`src/rtl/sram_dp_arbiter.sv`:
```
// Round-robin dual-port arbiter in front of one SRAM2S_1024X16 array.
// Grants up to two requesters per cycle (first -> port 0, second -> port 1),
// blocks same-address hazards involving a write, and routes read data back
// to the requester that issued the read one cycle earlier.
module sram_dp_arbiter #(
  parameter int unsigned NREQ = 4,
  parameter int unsigned AW   = 10,
  parameter int unsigned DW   = 16
) (
  input  logic               CLK,
  input  logic               RST,
  input  logic [NREQ-1:0]    req_valid,
  output logic [NREQ-1:0]    req_ready,
  input  logic [NREQ-1:0]    req_we,
  input  logic [NREQ*AW-1:0] req_addr,
  input  logic [NREQ*DW-1:0] req_wdata,
  output logic [NREQ-1:0]    rsp_valid,
  output logic [NREQ*DW-1:0] rsp_data,
  output logic               CE0,
  output logic [AW-1:0]      A0,
  output logic [DW-1:0]      D0,
  output logic               WE0,
  output logic [DW-1:0]      WEM0,
  input  logic [DW-1:0]      Q0,
  output logic               CE1,
  output logic [AW-1:0]      A1,
  output logic [DW-1:0]      D1,
  output logic               WE1,
  output logic [DW-1:0]      WEM1,
  input  logic [DW-1:0]      Q1
);

  localparam int unsigned PW = (NREQ > 1) ? $clog2(NREQ) : 1;

  logic [PW-1:0] rr_ptr;
  logic          v0, v1;
  logic [PW-1:0] id0, id1;

  logic          f0, f1;
  logic [PW-1:0] g0, g1;
  logic [AW-1:0] a_g0, a_g1;
  logic [DW-1:0] d_g0, d_g1;
  logic          we_g0, we_g1;
  logic          conflict;
  logic          gnt0, gnt1;

  // (base + k) mod NREQ; base < NREQ and k < NREQ so one subtraction suffices
  function automatic logic [PW-1:0] wrap(input logic [PW-1:0] base,
                                         input int unsigned k);
    int unsigned s;
    s = 32'(base) + k;
    if (s >= NREQ) s = s - NREQ;
    return PW'(s);
  endfunction

  // Round-robin scan from rr_ptr: first valid -> g0, next valid -> g1
  always_comb begin : grant_scan
    logic [PW-1:0] idx;
    f0  = 1'b0;
    f1  = 1'b0;
    g0  = '0;
    g1  = '0;
    idx = '0;
    for (int unsigned k = 0; k < NREQ; k++) begin
      idx = wrap(rr_ptr, k);
      if (req_valid[idx]) begin
        if (!f0) begin
          f0 = 1'b1;
          g0 = idx;
        end else if (!f1) begin
          f1 = 1'b1;
          g1 = idx;
        end
      end
    end
  end

  // Select address, data and direction of the two candidates
  always_comb begin
    a_g0  = '0;
    a_g1  = '0;
    d_g0  = '0;
    d_g1  = '0;
    we_g0 = 1'b0;
    we_g1 = 1'b0;
    for (int unsigned i = 0; i < NREQ; i++) begin
      if (PW'(i) == g0) begin
        a_g0  = req_addr[i*AW +: AW];
        d_g0  = req_wdata[i*DW +: DW];
        we_g0 = req_we[i];
      end
      if (PW'(i) == g1) begin
        a_g1  = req_addr[i*AW +: AW];
        d_g1  = req_wdata[i*DW +: DW];
        we_g1 = req_we[i];
      end
    end
  end

  // Same address with at least one write drops the second grant; no re-search
  assign conflict = (a_g0 == a_g1) && (we_g0 || we_g1);
  assign gnt0     = f0 && !RST;
  assign gnt1     = f1 && !conflict && !RST;

  // SRAM port drive; idle ports are fully zeroed
  always_comb begin
    CE0  = gnt0;
    WE0  = gnt0 && we_g0;
    A0   = gnt0 ? a_g0 : '0;
    D0   = gnt0 ? d_g0 : '0;
    WEM0 = WE0 ? '1 : '0;
    CE1  = gnt1;
    WE1  = gnt1 && we_g1;
    A1   = gnt1 ? a_g1 : '0;
    D1   = gnt1 ? d_g1 : '0;
    WEM1 = WE1 ? '1 : '0;
  end

  // Combinational ready: only the granted requesters see a handshake
  always_comb begin
    req_ready = '0;
    for (int unsigned i = 0; i < NREQ; i++) begin
      req_ready[i] = (gnt0 && (g0 == PW'(i))) || (gnt1 && (g1 == PW'(i)));
    end
  end

  // Route SRAM read data to the owner tagged at the grant edge
  always_comb begin
    rsp_valid = '0;
    rsp_data  = '0;
    for (int unsigned i = 0; i < NREQ; i++) begin
      if (v0 && !RST && (id0 == PW'(i))) begin
        rsp_valid[i]          = 1'b1;
        rsp_data[i*DW +: DW]  = Q0;
      end
      if (v1 && !RST && (id1 == PW'(i))) begin
        rsp_valid[i]          = 1'b1;
        rsp_data[i*DW +: DW]  = Q1;
      end
    end
  end

  // Round-robin pointer and read-response tags
  always_ff @(posedge CLK) begin
    if (RST) begin
      rr_ptr <= '0;
      v0     <= 1'b0;
      v1     <= 1'b0;
      id0    <= '0;
      id1    <= '0;
    end else begin
      v0  <= gnt0 && !we_g0;
      id0 <= g0;
      v1  <= gnt1 && !we_g1;
      id1 <= g1;
      if (gnt1) begin
        rr_ptr <= wrap(g1, 1);
      end else if (gnt0) begin
        rr_ptr <= wrap(g0, 1);
      end
    end
  end

endmodule

```
`config.mk`:
```
export PLATFORM = sky130hd
export DESIGN_NAME = sram_dp_arbiter
export DESIGN_NICKNAME = d
export VERILOG_FILES = /design/src/rtl/sram_dp_arbiter.sv
export SDC_FILE = /design/constraint.sdc
export NUM_CORES = 1
export LEC_CHECK = 0
export BUFFER_PORTS_ARGS = -buffer_cell sky130_fd_sc_hd__buf_4
export CAP_MARGIN = 30
export CORE_AREA = 3 3 119 121
export DETAILED_ROUTE_END_ITERATION = 8
export DIE_AREA = 0 0 122 124
export PLACE_DENSITY_LB_ADDON = 0.15
export SYNTH_ARGS = -nofsm -noshare
export SYNTH_HDL_FRONTEND = slang
export SYNTH_SLANG_ARGS = --single-unit
export TNS_END_PERCENT = 100
```
`constraint.sdc`:
```
create_clock -name CLK -period 5.5 [get_ports CLK]
set_input_delay 0.55 -clock CLK [delete_from_list [all_inputs] [get_ports CLK]]
set_output_delay 0.55 -clock CLK [all_outputs]
set_load 0.1 [all_outputs]
```
[Word level (Yosys, flattened, before mapping)]
Cells that the tools add are included.
Cells by class
  add/sub/neg operators: 11
  multipliers: 0
  div/mod/pow operators: 0
  $lt $le $gt $ge: 10
  equality and inequality tests: 19
  shift operators: 0
  mux-type cells: 87
  bitwise gates (word level): 0
  reductions and logical operators: 40
Operators with widths (number)
  16-bit two-way mux: 20
  10-bit two-way mux: 10
  2-bit two-way mux: 23
  1-bit two-way mux: 30
  1-bit logical AND: 26
  2-bit equality test (second input constant): 8
  3-bit >= comparator (second input constant): 5
  2-bit by 3-bit less-than comparator with 1-bit output (second input constant): 4
  2-bit by 1-bit subtractor with 2-bit output (second input constant): 6
  10-bit equality test: 1
  2-bit by 1-bit adder with 3-bit output (second input constant): 3
  1-bit binary-select mux with 2-bit select: 4
  2-bit by 1-bit equality test with 1-bit output (second input constant): 4
  2-bit equality test (first input constant): 4
  2-bit zero test: 4
  2-bit by 2-bit adder with 3-bit output (second input constant): 2
  1-bit logical OR: 5
  1-bit by 2-bit equality test with 1-bit output (first input constant): 2
  1-bit zero test: 4
  2-bit by 3-bit >= comparator with 1-bit output (second input constant): 1
  2-bit nonzero test: 1
Word-level totals
  register bits after elaboration: 8
  latch bits: 0
  RAM bits: 0
  memory bits (read-only): 0
  bits of input ports: 146
  output and inout bits: 160
  word-level logic and storage cells: 172
  memories kept: 0

[Logic depth before layout (Yosys ltp)]
  word-level depth: 25
  depth in mapped cells: 16
  depth with buffers taken out: 13

[Least setup slack after synthesis]
No wires, ideal clock.
  path type: register -> output
  from: reg rr_ptr[0]
  to: out req_ready[1]
  data arrival time: 6.035 ns
  required time: 4.950 ns
  path slack: -1.085 ns
  cell stages (with the launch flop): 14
  buffers on the path: 2
  path through: dfxtp_1 clkbuf_1 buf_2 mux4_2 ha_1 mux2_4 a221o_1 a32oi_4 mux4_1 xor2_1 nor4_1 nand3_1 nand2_1 o32ai_1
Between the ends
  word-level cells in the longest chain between the ends: 25
  elaborated cells on any way between the ends: 84
  those cells by class: 7 x add/sub; 4 x order compare; 9 x eq/ne; 53 x mux; 11 x reduce/logical
RTL lines
  start, declared: RTL line 35  | logic [PW-1:0] rr_ptr;
  start signal, assigned: RTL line 157  | rr_ptr <= wrap(g1, 1);
  start signal, assigned: RTL line 159  | rr_ptr <= wrap(g0, 1);
  branches (longest 24 deep; another with 2-bit by 1-bit adder with 3-bit output)
  1-bit logical OR (*): RTL line 123  | req_ready[i] = (gnt0 && (g0 == PW'(i))) || (gnt1 && (g1 == PW'(i)));
  end, declared: RTL line 13  | output logic [NREQ-1:0] req_ready,
Mark *: on every way between the ends. The select of a mux whose other input is x is not followed.

[Worst setup path in the final report]
  from: reg rr_ptr[0]
  to: out A1[2]
Between the ends
  word-level cells in the longest chain between the ends: 24
  elaborated cells on any way between the ends: 78
  those cells by class: 7 x add/sub; 4 x order compare; 7 x eq/ne; 53 x mux; 7 x reduce/logical
RTL lines
  branches (longest 23 deep; another with 2-bit by 1-bit adder with 3-bit output)
  10-bit two-way mux (*): RTL line 114  | A1 = gnt1 ? a_g1 : '0;
  end, declared: RTL line 26  | output logic [AW-1:0] A1,
Marks and branches as above.

==> impl_metrics.csv <==
group,metric,value,unit
synthesis,syn_area_per_cell,8.941,sq um
sta,setup-violations-final,0,
worst_setup_path,cp-start-kind,"flop",
worst_setup_path,end_kind,"output port",
power,ir_drop,340.2,uV
worst_setup_path,worstPathArrival,4.76,ns
routing,routed-via-count,4681,
die,initial_core_util,28.74,%
grt,grt_max_degree,31,
worst_setup_path,cp_top_family,"multiplexers",
sta,fmax,188.5,MHz
layout,final_layout_size_suffix_gt1_share,56.74,%
layout,multi_input_area,3237,sq um
grt,grt.busiest_layer,"met2",
clock_tree,numCtsBuffers,3,
clock_tree,path_clk_slew,0.04,ns
grt,met3_usage,3.815,%
worst_setup_path,worstPathCellList,"buf_4 -> mux4_2 -> mux2_4 -> a221o_1 -> a32oi_4 -> buf_4 -> mux4_1 -> xor2_1 -> nor4_1 -> nand3_1 -> buf_4 -> and3_1 -> buf_4",
routing,post-route-drc-count,0,
synthesis,postSynth.asyncResetShare,0,%
routing,vias_per_cell,5.456,
sta,skew,0.0005266,ns
synthesis,syn_nets,572,
power,p_leak,3.195,nW
sta,worst_slack,0.1949,ns
worst_setup_path,worst-path-buf-inv,4,
die,die_h,124,um
power,power,4.196,mW
synthesis,synth.distinct_cells,59,
synthesis,synth.top_cell.area_share,21.98,%
die,boundaryPins,306,
grt,gr-usage-all-layers,20.87,%
place,dp_slack,0.1423,ns
min_path,hp-class,"input pin to flop",
grt,overflow,0,
layout,final_cell_count_no_fill,858,
routing,drtIter0Drc,311,
sta,slew_violations,0,
sta,finalHoldViolations,0,
synthesis,ys.flop_type,"dfxtp_1",
grt,first_global_vias,4682,
place,gp_congestion,0.8446,
routing,first_pass_iters,4,
die,core_area,13190,sq um
routing,wl_per_cell,19.87,um
sta,rsz0062_at_grt,"false",
synthesis,netlist_instances,424,
worst_setup_path,crit_slowest_cell,"mux4_1",
layout,post-route-util,47.17,%
clock_tree,postCtsHoldBufs,0,
die,placement_rows,42,
grt,antenna_found_initial,1,
routing,routed_wl,17.05,mm
synthesis,synthTopCellsByCount,"a22o_1, mux2i_1, mux4_2, buf_4, clkbuf_1",
synthesis,synth-edff-count,0,
clock_tree,h-tree-depth,1,
synthesis,synth_top_area_cell,"mux4_2",
synthesis,ys_top_cells_by_area,"mux4_2, a22o_1, mux2i_1, buf_4, and3_1",
worst_setup_path,crit_type,"flop to output port",
power,p_per_area,674.4,nW/um^2
worst_setup_path,cpMostUsedCell,"buf_4",
job,maxCapViolations,0,
synthesis,syn_area,3791,sq um
synthesis,synth_seq_area_share,4.224,%
worst_setup_path,path_max_fanout,25,
clock_tree,cts_buffer_depth,2,
die,die_w,122,um
place,port_buffers,305,
worst_setup_path,max_stage_delay,0.58,ns
layout,diodes,0,
sta,tns,0,ns
synthesis,synth.most_common_cell,"a22o_1",
grt,use_met2,40.71,%
sta,maxSlewHeadroom,39.24,%
place,detailed_place_hpwl,13.76,mm
synthesis,ys_warn_count,0,
grt,grt_pass1_wl,25.10,mm
worst_setup_path,critPathRequiredTime,4.95,ns
clock_tree,clkLatencyLatePin,0.23,ns
sta,fin_crit_sh,96.46,%
clock_tree,clock_sinks,8,
layout,nFillCells,1287,
clock_tree,cts_tree,"built",
sta,worstMarginPinSlew,0.9104,ns
die,die_area,15130,sq um
place,dpl.cell_count,851,
grt,grt.met1_usage,23.37,%
layout,register_area,160.2,sq um
clock_tree,clock-root-buffer,"clkbuf_16",
layout,nets,832,
status,run_status,"finished clean",
sta,min_period,5.305,ns
synthesis,ys_seq_elements,8,
layout,area_growth,64.13,%
routing,ant_nets,0,
==> power breakdown <==
| part | switching, mW | leakage (nW) | internal [mW] |
|---|---|---|---|
| clock network | 0.0275 | 0.0370 | 0.0936 |
| logic | 2.82 | 3.09 | 1.16 |
| registers | 0.0182 | 0.0663 | 0.0775 |
| total | 2.86 | 3.20 | 1.33 |
==> metrics by stage <==
| stage | hold slack, ns | area (sq um) |
|---|---|---|
| after global routing | 0.6006 | 6222 |
| final | 0.5749 | 6222 |
| after detailed placement | 0.7848 | 6111 |
| after CTS | 0.5741 | 6186 |
| after floorplan | 0.8451 | 3817 |
| after global placement | 0.8091 | 6070 |
==> worst reg2reg max path: stages (launching register included) <==
cell	delay, ns
dfxtp_1	0.38
buf_4	0.31
mux4_2	0.57
mux2_4	0.32
a221o_1	0.31
a32oi_4	0.33
buf_4	0.18
mux4_1	0.58
xor2_1	0.19
nor4_1	0.32
nand3_1	0.27
nand2_1	0.26
inv_2	0.10
o311a_1	0.33
==> layout make-up <==
| type | instances | share of cell area (%) |
|---|---|---|
| Sequential cell | 8 | 2.574 |
| Clock buffer | 3 | 1.207 |
| Tap cell | 176 | 3.539 |
| Multi-Input combinational cell | 331 | 52.02 |
| Inverter | 9 | 0.5429 |
| Timing Repair Buffer | 331 | 40.12 |
==> path summary, 6_finish.rpt <==
kind	startpoint	to	slack, ns	cells past startpoint
worst max-delay path	rr_ptr[0]$_SDFFE_PP0P_	A1[2]	0.19	13
worst min register to register	rr_ptr[1]$_SDFFE_PP0P_	rr_ptr[1]$_SDFFE_PP0P_	0.80	3
worst min-delay path	RST	id1[0]$_SDFF_PP0_	0.57	2
worst max register to register	rr_ptr[0]$_SDFFE_PP0P_	rr_ptr[0]$_SDFFE_PP0P_	0.94	13
==> logic make-up after synthesis <==
family	Yosys count	synth area share, %
flops	8	4.224
simple gates	126	19.54
xor+xnor	12	2.772
compound gates	104	23.14
buf+inv	85	12.21
mux	86	37.19
fa+ha+maj	3	0.9240
==> placed cells by master (no fill, tap or decap), types with 5 or more instances in the layout <==
cell type / count
buf_4: 328
a22o_1: 64
mux2i_1: 43
mux4_2: 37
and3_1: 28
and2_1: 28
nor2_1: 17
nand2_1: 11
nand2b_1: 10
xor2_1: 10
inv_1: 8
dfxtp_1: 8
a21oi_1: 7
nand3b_1: 5
o21ai_0: 5
mux4_1: 5
==> layer usage <==
metal | up-vias | share of wire (%)
met5 | - | 0.076
met4 | 2 | 2.2
met3 | 28 | 6.9
met2 | 223 | 54
met1 | 2267 | 36
li1 | 2161 | -
==> registers in the layout (all words and copies together), names as in the netlist <==
| register | flops |
|---|---|
| v1 | 1 |
| v0 | 1 |
| id1 | 2 |
| rr_ptr | 2 |
| id0 | 2 |
==> repair_timing <==
item | CTS | global route
gates resized for setup | 0 | 1
setup buffers | 0 | 4
setup endpoints to repair | 0 | 45
No activity file was read; power rests on OpenSTA's default activity.
